File: config.mk
export PLATFORM = sky130hd
export DESIGN_NAME = uart_rx_core
export DESIGN_NICKNAME = d
export VERILOG_FILES = /design/src/rtl/uart_rx_core.sv
export SDC_FILE = /design/constraint.sdc
export NUM_CORES = 1
export LEC_CHECK = 0
export BUFFER_PORTS_ARGS = -buffer_cell sky130_fd_sc_hd__clkbuf_2
export CAP_MARGIN = 20
export CORE_MARGIN = 4
export CORE_UTILIZATION = 54
export DETAILED_ROUTE_END_ITERATION = 8
export GPL_TIMING_DRIVEN = 0
export PLACE_DENSITY = 0.71
export SLEW_MARGIN = 10
export SYNTH_ARGS = -nofsm -noshare
export SYNTH_HDL_FRONTEND = slang
export SYNTH_SLANG_ARGS = --single-unit
File: constraint.sdc
create_clock -name clk -period 5.1 [get_ports clk]
set_input_delay 0.255 -clock clk [delete_from_list [all_inputs] [get_ports clk]]
set_output_delay 0.255 -clock clk [all_outputs]
set_load 0.02 [all_outputs]
File: src/rtl/uart_rx_core.sv
// UART receiver: 2-flop synchronizer, mid-bit sampling FSM, valid/ready word output.
// Define UART_RX_FRAMING_CHECK_EN to discard frames with a low stop bit and pulse framing_err.
module uart_rx_core #(
    parameter int CLKS_PER_BIT = 50_000_000 / 115_200,
    parameter int BITS_N       = 8
) (
    input  logic              clk,
    input  logic              reset,
    input  logic              uart_in,
    output logic [BITS_N-1:0] data_rx,
    output logic              valid,
    input  logic              ready,
    output logic              overrun,
    output logic              framing_err
);

    localparam int HALF  = CLKS_PER_BIT / 2;
    localparam int CNT_W = $clog2(CLKS_PER_BIT) + 1;
    localparam int BIT_W = $clog2(BITS_N) + 1;

    localparam logic [CNT_W-1:0] CNT_LAST = CNT_W'(CLKS_PER_BIT - 1);
    localparam logic [CNT_W-1:0] CNT_HALF = CNT_W'(HALF);
    localparam logic [BIT_W-1:0] BIT_LAST = BIT_W'(BITS_N - 1);

    typedef enum logic [1:0] {
        IDLE,
        START_BIT,
        DATA_BITS,
        STOP_BIT
    } state_e;

    state_e             state_q, state_d;
    logic               sync1_q, rx_s_q;
    logic [CNT_W-1:0]   cnt_q, cnt_d;
    logic [BIT_W-1:0]   bit_q, bit_d;
    logic [BITS_N-1:0]  shift_q, shift_d, shift_in;
    logic [BITS_N-1:0]  data_q, data_d;
    logic               valid_q, valid_d;
    logic               overrun_q, overrun_d;
    logic               cnt_last;
    logic               stop_sample;
    logic               word_done;

    assign cnt_last    = (cnt_q == CNT_LAST);
    assign stop_sample = (state_q == STOP_BIT) && cnt_last;

    // New bit enters at the MSB so the first (LSB) bit ends up in bit 0.
    if (BITS_N == 1) begin : g_shift_one
        assign shift_in = rx_s_q;
    end else begin : g_shift_many
        assign shift_in = {rx_s_q, shift_q[BITS_N-1:1]};
    end

    always_ff @(posedge clk or posedge reset) begin
        if (reset) begin
            sync1_q <= 1'b1;
            rx_s_q  <= 1'b1;
        end else begin
            sync1_q <= uart_in;
            rx_s_q  <= sync1_q;
        end
    end

    always_ff @(posedge clk or posedge reset) begin
        if (reset) begin
            state_q <= IDLE;
        end else begin
            state_q <= state_d;
        end
    end

    always_comb begin
        state_d = state_q;
        unique case (state_q)
            IDLE:      if (!rx_s_q) state_d = START_BIT;
            START_BIT: if (cnt_q == CNT_HALF) state_d = rx_s_q ? IDLE : DATA_BITS;
            DATA_BITS: if (cnt_last && (bit_q == BIT_LAST)) state_d = STOP_BIT;
            STOP_BIT:  if (cnt_last) state_d = IDLE;
            default:   state_d = IDLE;
        endcase
    end

    // NOTE: every comb output gets a default first so no path leaves it unassigned (no latch).
    always_comb begin
        cnt_d   = cnt_q;
        bit_d   = bit_q;
        shift_d = shift_q;
        unique case (state_q)
            IDLE: begin
                cnt_d = '0;
                bit_d = '0;
            end
            START_BIT: begin
                cnt_d = (cnt_q == CNT_HALF) ? '0 : cnt_q + CNT_W'(1);
            end
            DATA_BITS: begin
                if (cnt_last) begin
                    cnt_d   = '0;
                    bit_d   = bit_q + BIT_W'(1);
                    shift_d = shift_in;
                end else begin
                    cnt_d = cnt_q + CNT_W'(1);
                end
            end
            STOP_BIT: begin
                cnt_d = cnt_last ? '0 : cnt_q + CNT_W'(1);
            end
            default: begin
                cnt_d = '0;
                bit_d = '0;
            end
        endcase
    end

`ifdef UART_RX_FRAMING_CHECK_EN
    logic framing_q, framing_d;

    assign word_done = stop_sample && rx_s_q;

    always_comb begin
        framing_d = stop_sample && !rx_s_q;
    end

    always_ff @(posedge clk or posedge reset) begin
        if (reset) begin
            framing_q <= 1'b0;
        end else begin
            framing_q <= framing_d;
        end
    end

    assign framing_err = framing_q;
`else
    assign word_done   = stop_sample;
    assign framing_err = 1'b0;
`endif

    // A completion and an accept on the same edge reload the holding register.
    always_comb begin
        valid_d   = valid_q;
        data_d    = data_q;
        overrun_d = 1'b0;
        if (valid_q && ready) begin
            valid_d = 1'b0;
        end
        if (word_done) begin
            if (!valid_q || ready) begin
                data_d  = shift_q;
                valid_d = 1'b1;
            end else begin
                overrun_d = 1'b1;
            end
        end
    end

    // NOTE: sequential state uses non-blocking assignments only.
    always_ff @(posedge clk or posedge reset) begin
        if (reset) begin
            cnt_q     <= '0;
            bit_q     <= '0;
            shift_q   <= '0;
            data_q    <= '0;
            valid_q   <= 1'b0;
            overrun_q <= 1'b0;
        end else begin
            cnt_q     <= cnt_d;
            bit_q     <= bit_d;
            shift_q   <= shift_d;
            data_q    <= data_d;
            valid_q   <= valid_d;
            overrun_q <= overrun_d;
        end
    end

    assign data_rx = data_q;
    assign valid   = valid_q;
    assign overrun = overrun_q;

endmodule

==> results.md, run 1 <==
- Final setup TNS: 0 ps
- Synth Flop Type: dfrtp_1
- FILL cells: 227
- Synth Instances: 138
- IR drop worst, VDD: 0.187 mV
- P per Cell Area: 270 nW/um2
- DRT Pass-1 Iters: 4
- Synth async-reset ratio: 1.00
- GRT Util Overall: 0.169
- Die Y: 62.9 um
- Vias in the first global route: 1181
- Die area: 3960 um2
- Fin Clk Skew: 6.62 ps
- Clk pin slew, worst setup/hold paths: 110 ps
- Total chip power: 0.000490 W
- Yosys top cell by area: dfrtp_1
- Antenna Cells: 0
- CP required: 5320 ps
- Final core occ: 0.643
- Worst r2r src: cnt_q[1]
- Clock net sink count: 36
- Post-CTS sizing: 0
- Number of remaining DRC errors: 0
- Number of port buffers: 13
- Psw: 0.0000987 W
- Global route overflow: 0
- Final Critical Period: 2170 ps
- Synth warnings: 0
- Largest net degree at the start of global routing: 37
- 1st-iter DRT viols: 77
- Max H-tree Level: 2
- Synth top area share: 0.523
- I/O pins: 15
- RSZ-0062 raised after global routing: no
- CP startpoint: cnt_q[1]
- CTS buffer count: 5
- Worst slew pin tran: 714 ps
- Final setup fails: 0
- Routed Antenna Nets: 0
- Kind of critical path: flip-flop to flip-flop
- Relative slew slack: 0.523
- Total number of vias: 1095
- Placed cell areas: 1730 um2
- Comb pwr share: 0.017
- Slew Limit Fails: 0
- Switching Share: 0.201
- Layout Nets: 166
- Hold Path Class: input port to async pin
- Placer Congestion: 0.798
- Per-cell routed wire length: 14.5 um
- Final hold violations: 0
- Top post-synthesis cells by area: dfrtp_1 (52%), mux2_2 (11%), dfstp_2 (3.2%)
- CTS tree: built
- Clock Latency Late Sink: 340 ps
- Syn avg cell area: 11.8 um2
- WL final: 2780 um
- Pleak: 0.885 nW
- Synth cell types: 36
- WHS: 4.16 ps
- Period Utilization, post-route: 0.426
- Core box area: 2830 um2
- Via density: 5.73
- Critical Path Fanout Max: 10
- Syn-to-layout area delta: 11.7%
- Row cnt: 19
- Sequential fraction of design power: 0.585
- Syn Nets: 145
- First-pass GRT wire length: 5180 um
- Hpwl dp: 1940 um
- Layout cells sized above 1: 0.288
- Status: finished, final reports clean
- Fmax: 461 MHz
- Initial Util: 0.575
- Int Power: 0.000392 W
- Post-synth top cells: dfrtp_1 (34), mux2_2 (16), nor2_1 (14)
- Chip width: 62.9 um
- CP startpoint kind: flip-flop
- Initial antenna violation count: 0
- Critical Path AT: 2390 ps
- Synth Cell Area: 1630 um2
- Clock Path Buffers: 2
- CTS root buffer: clkbuf_4
- Yosys reg bits: 36
- Post-synth EDFFs: 0
- Clock power frac: 0.397
- Max-Cap Viols: 0
- Seq/Total Area, Yosys: 0.555
- CP Capture Type: flip-flop
- Most common cell in the synthesized netlist: dfrtp_1
- Design area: 1820 um2
-- stage by stage --
step / setup slack (ps) / std cells
after floorplan: 3220 / 138
after global placement: 3050 / 182
after detailed placement: 2940 / 182
after CTS: 2920 / 191
after global routing: 2760 / 191
final: 2930 / 191
-- area by class of cell --
type                            count  area [um2]  share of cell area
Clock buffer                        6        41.3              0.0227
Clock inverter                      2        35.0              0.0193
Sequential cell                    36         903               0.497
Multi-Input combinational cell     94         689               0.379
Inverter                            4        15.0             0.00826
Buffer                              4        20.0              0.0110
Timing Repair Buffer               14        75.1              0.0413
Tap cell                           31        38.8              0.0213
-- layer usage --
metal  vias up  GRT usage  wire (um)
met4         0     0.0882         49
met2        32      0.260       1310
li1        526          -          -
met1       529      0.203       1270
met5         -          0          0
met3         8     0.0683        150
-- critical path, cell delays in order (launching register included) --
cell and delay [ps]:
dfrtp_1 410, inv_1 60, ha_1 140, or3b_4 420
nor4_1 600, a2bb2oi_4 330, nor2_1 90
-- state kept, by name (all words and copies together), names as in the netlist, named ones only --
name and cells:
valid 1, overrun 1, sync1_q 1, data_rx 8, shift_q 8, rx_s_q 1
bit_q 4, state_q 1, cnt_q 10
-- timing repair --
action / CTS / global route
setup buffers: 0 / 0
endpoints found under the hold margin: 1 / 0
hold buffers: 1 / 0
-- path summary, 6_finish.rpt --
path	endpoint	slack, ps	cells past startpoint
worst max-delay path	cnt_q[9]	2930	6
worst min-delay path	shift_q[6]	4	2
worst max register to register	cnt_q[9]	2930	6
worst min register to register	rx_s_q	360	0
max in group asynchronous	bit_q[0]	4630	2
min in group clk	overrun	270	3
-- power by group through the flow --
stage	logic (W)	registers, W	clock network [W]
after CTS	0.00000894	0.000287	0.000200
after floorplan	0.00000576	0.000292	0
after detailed placement	0.00000837	0.000292	0
final	0.00000851	0.000287	0.000195
after global placement	0.00000800	0.000293	0
after global routing	0.0000100	0.000287	0.000219
-- kinds of logic after synthesis --
kind of cell	share of synthesized area
simple gates	0.178
flops	0.555
mux	0.111
compound gates	0.0715
buf+inv	0.0215
xor+xnor	0.0377
fa+ha+maj	0.0231
other cells	0.00230
-- layout by cell type (no fill, tap or decap), drive strengths merged, types with 2 or more instances in the layout --
master	count
o21ai	3
mux2	16
nor2	14
nor4	2
inv	4
nand2b	4
buf	2
xnor2	5
dfrtp	34
nand4	3
xor2	2
nor3	6
ha	3
a211o	2
a31oi	2
dfstp	2
clkbuf	21
nand3	10
nand2	9
Power figures use the tool's default switching activity.
==> inputs of run 2 (changes only) <==
CORE_UTILIZATION = 52   (was 54)
clock period = 1.8 ns   (was 5.1 ns; I/O delays follow)
==> results.md, run 2 (synthesis results as in run 1) <==
- CP cell instances: inv_1, ha_1, or3b_4, nor3_4, nand4_4, mux2_4
- Hpwl dp: 1970 um
- R2r setup slk: -90 ps
- WHS: 138 ps
- Failing checks: setup timing
- Die Y: 64.0 um
- CTS buffer count: 5
- Reg with most FFs: cnt_q
- Die area: 4090 um2
- Via density: 5.45
- Relative slew slack: 0.516
- Clock Latency Late Sink: 330 ps
- Fmax: 529 MHz
- CTS root buffer: clkbuf_4
- Initial Util: 0.538
- Max reg flops: 10
- I/O pins: 15
- Vias in the first global route: 1165
- Most frequent cells in the layout: dfrtp_1 (34), mux2_2 (15), nor2_1 (14)
- 1st-iter DRT viols: 37
- Slowest stage cell, crit path: or3b_4
- Chip width: 64.0 um
- Critical Path AT: 2120 ps
- First-pass GRT wire length: 5420 um
- Final setup TNS: -1610 ps
- Pre-CTS WS: -208 ps
- Worst slew pin tran: 725 ps
- WL final: 2980 um
- Kind of critical path: flip-flop to flip-flop
- Status: finished with violations
- CTS tree: built
- Setup ws final: -89.4 ps
- FILL cells: 241
- Clock net sink count: 36
- GRT Util Overall: 0.169
- IR drop worst, VDD: 0.495 mV
- Layout Nets: 173
- Fin Clk Skew: 7.39 ps
- Total chip power: 0.00139 W
- Reg-to-Reg End: data_rx[0]
- RSZ-0062 raised after global routing: yes
- Max-Cap Viols: 0
- Global route overflow: 0
- Number of port buffers: 13
- Clock Path Buffers: 2
- Sequential fraction of design power: 0.587
- Clock power frac: 0.394
- DRT Pass-1 Iters: 4
- Hold Path Class: input port to flip-flop
- Post-Layout Cell Count: 211
- Commonest non-fill, non-tap cell in the layout: dfrtp_1
- Number of remaining DRC errors: 0
- Syn-to-layout area delta: 20.4%
- CP startpoint kind: flip-flop
- Final setup fails: 27
- Clk pin slew, worst setup/hold paths: 110 ps
- Comb pwr share: 0.019
- Final hold violations: 0
- CP required: 2030 ps
- Hold depth: 3
- WHS Endpoint: overrun
- Placed Cells: 195
- Worst r2r src: cnt_q[1]
- Critical Path Fanout Max: 8
- Placer Congestion: 0.771
- Slew Limit Fails: 0
- Worst Min Path Start: ready
- Largest net degree at the start of global routing: 37
- P per Cell Area: 707 nW/um2
- Total number of vias: 1150
- Worst R2R Path Depth: 6
- Antenna Cells: 0
- CP Capture Type: flip-flop
- Row cnt: 20
- Max H-tree Level: 2
- Pleak: 0.921 nW
- Critical Path Max Stage Delay: 420 ps
- Switching Share: 0.198
- Period Utilization, post-route: 1.05
- Core box area: 3030 um2
- Initial antenna violation count: 0
- Final Critical Period: 1890 ps
- Per-cell routed wire length: 14.1 um
- Layout cells sized above 1: 0.329
- Int Power: 0.00111 W
- Psw: 0.000275 W
- Routed Antenna Nets: 0
[run 2: worst max-delay path by stage]
stage / startpoint / endpoint / cells past startpoint
after global placement: cnt_q[1] / data_rx[6] / 6
after global routing: cnt_q[1] / cnt_q[0] / 7
final: cnt_q[1] / data_rx[0] / 6
after detailed placement: cnt_q[1] / data_rx[0] / 6
after CTS: cnt_q[1] / cnt_q[9] / 6
after floorplan: cnt_q[1] / cnt_q[0] / 7
[run 2: worst max-delay path: cells and delay by family (launching register included)]
family | cells | cell delay (ps)
multiplexers | 1 | 350
buffers and inverters | 1 | 50
AND/OR/NAND/NOR | 3 | 880
flip-flops | 1 | 390
adder cells (fa/ha/maj) | 1 | 120
[run 2: what timing repair did]
action,CTS,global route
buffers inserted,5,0
hold endpoints to repair,35,0
hold buffers,2,0
gates resized for setup,5,4
pin swaps,4,3
setup endpoints to repair,28,33
gates cloned,1,0
[run 2: routing by layer]
layer | share of wire | GRT usage | wire (um)
met1 | 0.43 | 0.220 | 1290
met2 | 0.52 | 0.281 | 1550
met3 | 0.037 | 0.0422 | 111
met4 | 0.011 | 0.0404 | 34
met5 | 0 | 0 | 0
[run 2: area by class of cell]
class / count / area (um2) / share of cell area
clock inverters: 2 / 35.0 / 0.0179
plain buffers: 4 / 26.3 / 0.0134
inverters: 4 / 15.0 / 0.00766
clock buffers: 6 / 41.3 / 0.0211
flip-flops and latches: 36 / 903 / 0.461
multi-input cells: 95 / 757 / 0.386
repair buffers: 20 / 126 / 0.0645
well taps: 44 / 55.1 / 0.0281
[run 2: power by group through the flow]
stage | logic (W) | clock network, W | registers (W)
floorplan | 0.0000163 | 0 | 0.000829
global placement | 0.0000228 | 0 | 0.000829
detailed placement | 0.0000242 | 0 | 0.000829
CTS | 0.0000275 | 0.000557 | 0.000814
global route | 0.0000313 | 0.000595 | 0.000814
finish | 0.0000261 | 0.000546 | 0.000814
[run 2: per-stage QoR]
step,area [um2],util
6_report,1960,0.647
5_1_grt,1960,0.647
4_1_cts,1930,0.639
3_5_place_dp,1760,0.581
3_3_place_gp,1760,0.581
2_1_floorplan,1640,-
==> inputs of run 3 (changes only) <==
REMOVE_ABC_BUFFERS = 1   (was unset)
SLEW_MARGIN = unset   (was 10)
==> results.md, run 3 (synthesis results as in run 1) <==
- Global route overflow: 0
- Chip width: 64.0 um
- Final hold violations: 0
- Most frequent cells in the layout: dfrtp_1 (34), mux2_2 (14), nor2_1 (14)
- Number of port buffers: 13
- Status: finished with violations
- Failing checks: setup timing
- Placed cell areas: 1760 um2
- Fmax: 515 MHz
- Worst slew pin tran: 765 ps
- Pleak: 0.947 nW
- Final setup TNS: -1880 ps
- Reg with most FFs: cnt_q
- Layout cells sized above 1: 0.335
- WL final: 3010 um
- GRT Util Overall: 0.168
- Per-cell routed wire length: 14.3 um
- Clock Latency Late Sink: 340 ps
- Critical Path Fanout Max: 8
- Fin Clk Skew: 10.3 ps
- CP startpoint kind: flip-flop
- Hold Path Class: input port to flip-flop
- Placer Congestion: 0.765
- Critical Path AT: 2170 ps
- Number of buffers and inverters on the critical path: 1
- Max-Cap Viols: 0
- Initial antenna violation count: 0
- Critical Path Max Stage Delay: 410 ps
- Period Utilization, post-route: 1.08
- P per Cell Area: 662 nW/um2
- Hpwl dp: 1950 um
- Setup ws final: -141 ps
- Max reg flops: 10
- Top delay family on crit path: simple AND/OR/NAND/NOR gates
- Design area: 1960 um2
- Total chip power: 0.00130 W
- CTS tree: built
- Vias in the first global route: 1149
- CP Capture Type: flip-flop
- I/O pins: 15
- DRT Pass-1 Iters: 4
- Commonest non-fill, non-tap cell in the layout: dfrtp_1
- Via density: 5.25
- Syn-to-layout area delta: 20.5%
- Relative slew slack: 0.490
- CP cell instances: inv_1, ha_1, or3b_4, nor3_4, nand4_4, mux2_4
- Pre-CTS WS: -307 ps
- Total number of vias: 1108
- CTS buffer count: 5
- Clk pin slew, worst setup/hold paths: 110 ps
- Largest net degree at the start of global routing: 20
- First-pass GRT wire length: 5270 um
- Initial Util: 0.538
- Final Critical Period: 1940 ps
- Die area: 4090 um2
- CTS root buffer: clkbuf_4
- Kind of critical path: flip-flop to flip-flop
- RSZ-0062 raised after global routing: yes
- Clock net sink count: 36
- Final setup fails: 28
- Core box area: 3030 um2
- CP required: 2030 ps
- Max H-tree Level: 2
- Clock Path Buffers: 2
- Antenna Cells: 0
- Number of remaining DRC errors: 0
- Routed Antenna Nets: 0
- Layout Nets: 173
- 1st-iter DRT viols: 93
- Slowest stage cell, crit path: or3b_4
- Row cnt: 20
- IR drop worst, VDD: 0.502 mV
- Slew Limit Fails: 0
- Die Y: 64.0 um
==> run 3: layer usage <==
layer,global-route usage,vias to the layer above,part of all wire
li1,-,549,-
met1,0.208,531,0.45
met2,0.266,23,0.49
met3,0.0510,5,0.040
met4,0.0809,0,0.018
met5,0,-,0
==> run 3: area by class of cell <==
cell class | instances | area (um2)
Timing Repair Buffer | 24 | 173
Tap cell | 44 | 55.1
Clock inverter | 1 | 7.51
Fill cell | 235 | 1070
Clock buffer | 7 | 55.1
Multi-Input combinational cell | 95 | 753
Inverter | 4 | 15.0
Sequential cell | 36 | 903
==> run 3: worst min-delay path, delay by kind of cell <==
| kind | cells | cell delay (ps) |
|---|---|---|
| simple gates | 2 | 260 |
| buf+inv | 1 | 70 |
==> run 3: final timing paths <==
path | start | endpoint | slack, ps | cells after the start
max reg2reg | cnt_q[1] | data_rx[5] | -140 | 6
max in group asynchronous | reset | state_q[0] | 840 | 4
min reg2reg | sync1_q | rx_s_q | 360 | 0
min | ready | overrun | 110 | 3
min in group asynchronous | reset | cnt_q[5] | 410 | 3
max | cnt_q[1] | data_rx[5] | -140 | 6
==> run 3: power by group <==
part            total, W  leakage, nW  switching [W]  internal [W]
clock           0.000455       0.0315       0.000264      0.000191
combinational  0.0000314        0.434      0.0000196     0.0000118
sequential      0.000813        0.481    0.000000845      0.000812
total            0.00130        0.947       0.000284       0.00102
==> run 3: timing repair <==
item	CTS	global route
resized for setup	7	2
buffers inserted	4	4
setup endpoints to repair	32	34
cloned	1	0
pin swaps	12	4
hold buffers	2	0
hold endpoints to repair	17	0
==> run 3: stage by stage <==
stage                     hold slack (ps)  std cells  utilization
final                                 111        211        0.648
after CTS                            90.2        207        0.636
after global routing                  116        211        0.648
after floorplan                      94.5        134            -
after detailed placement              179        192        0.580
after global placement                178        191        0.571
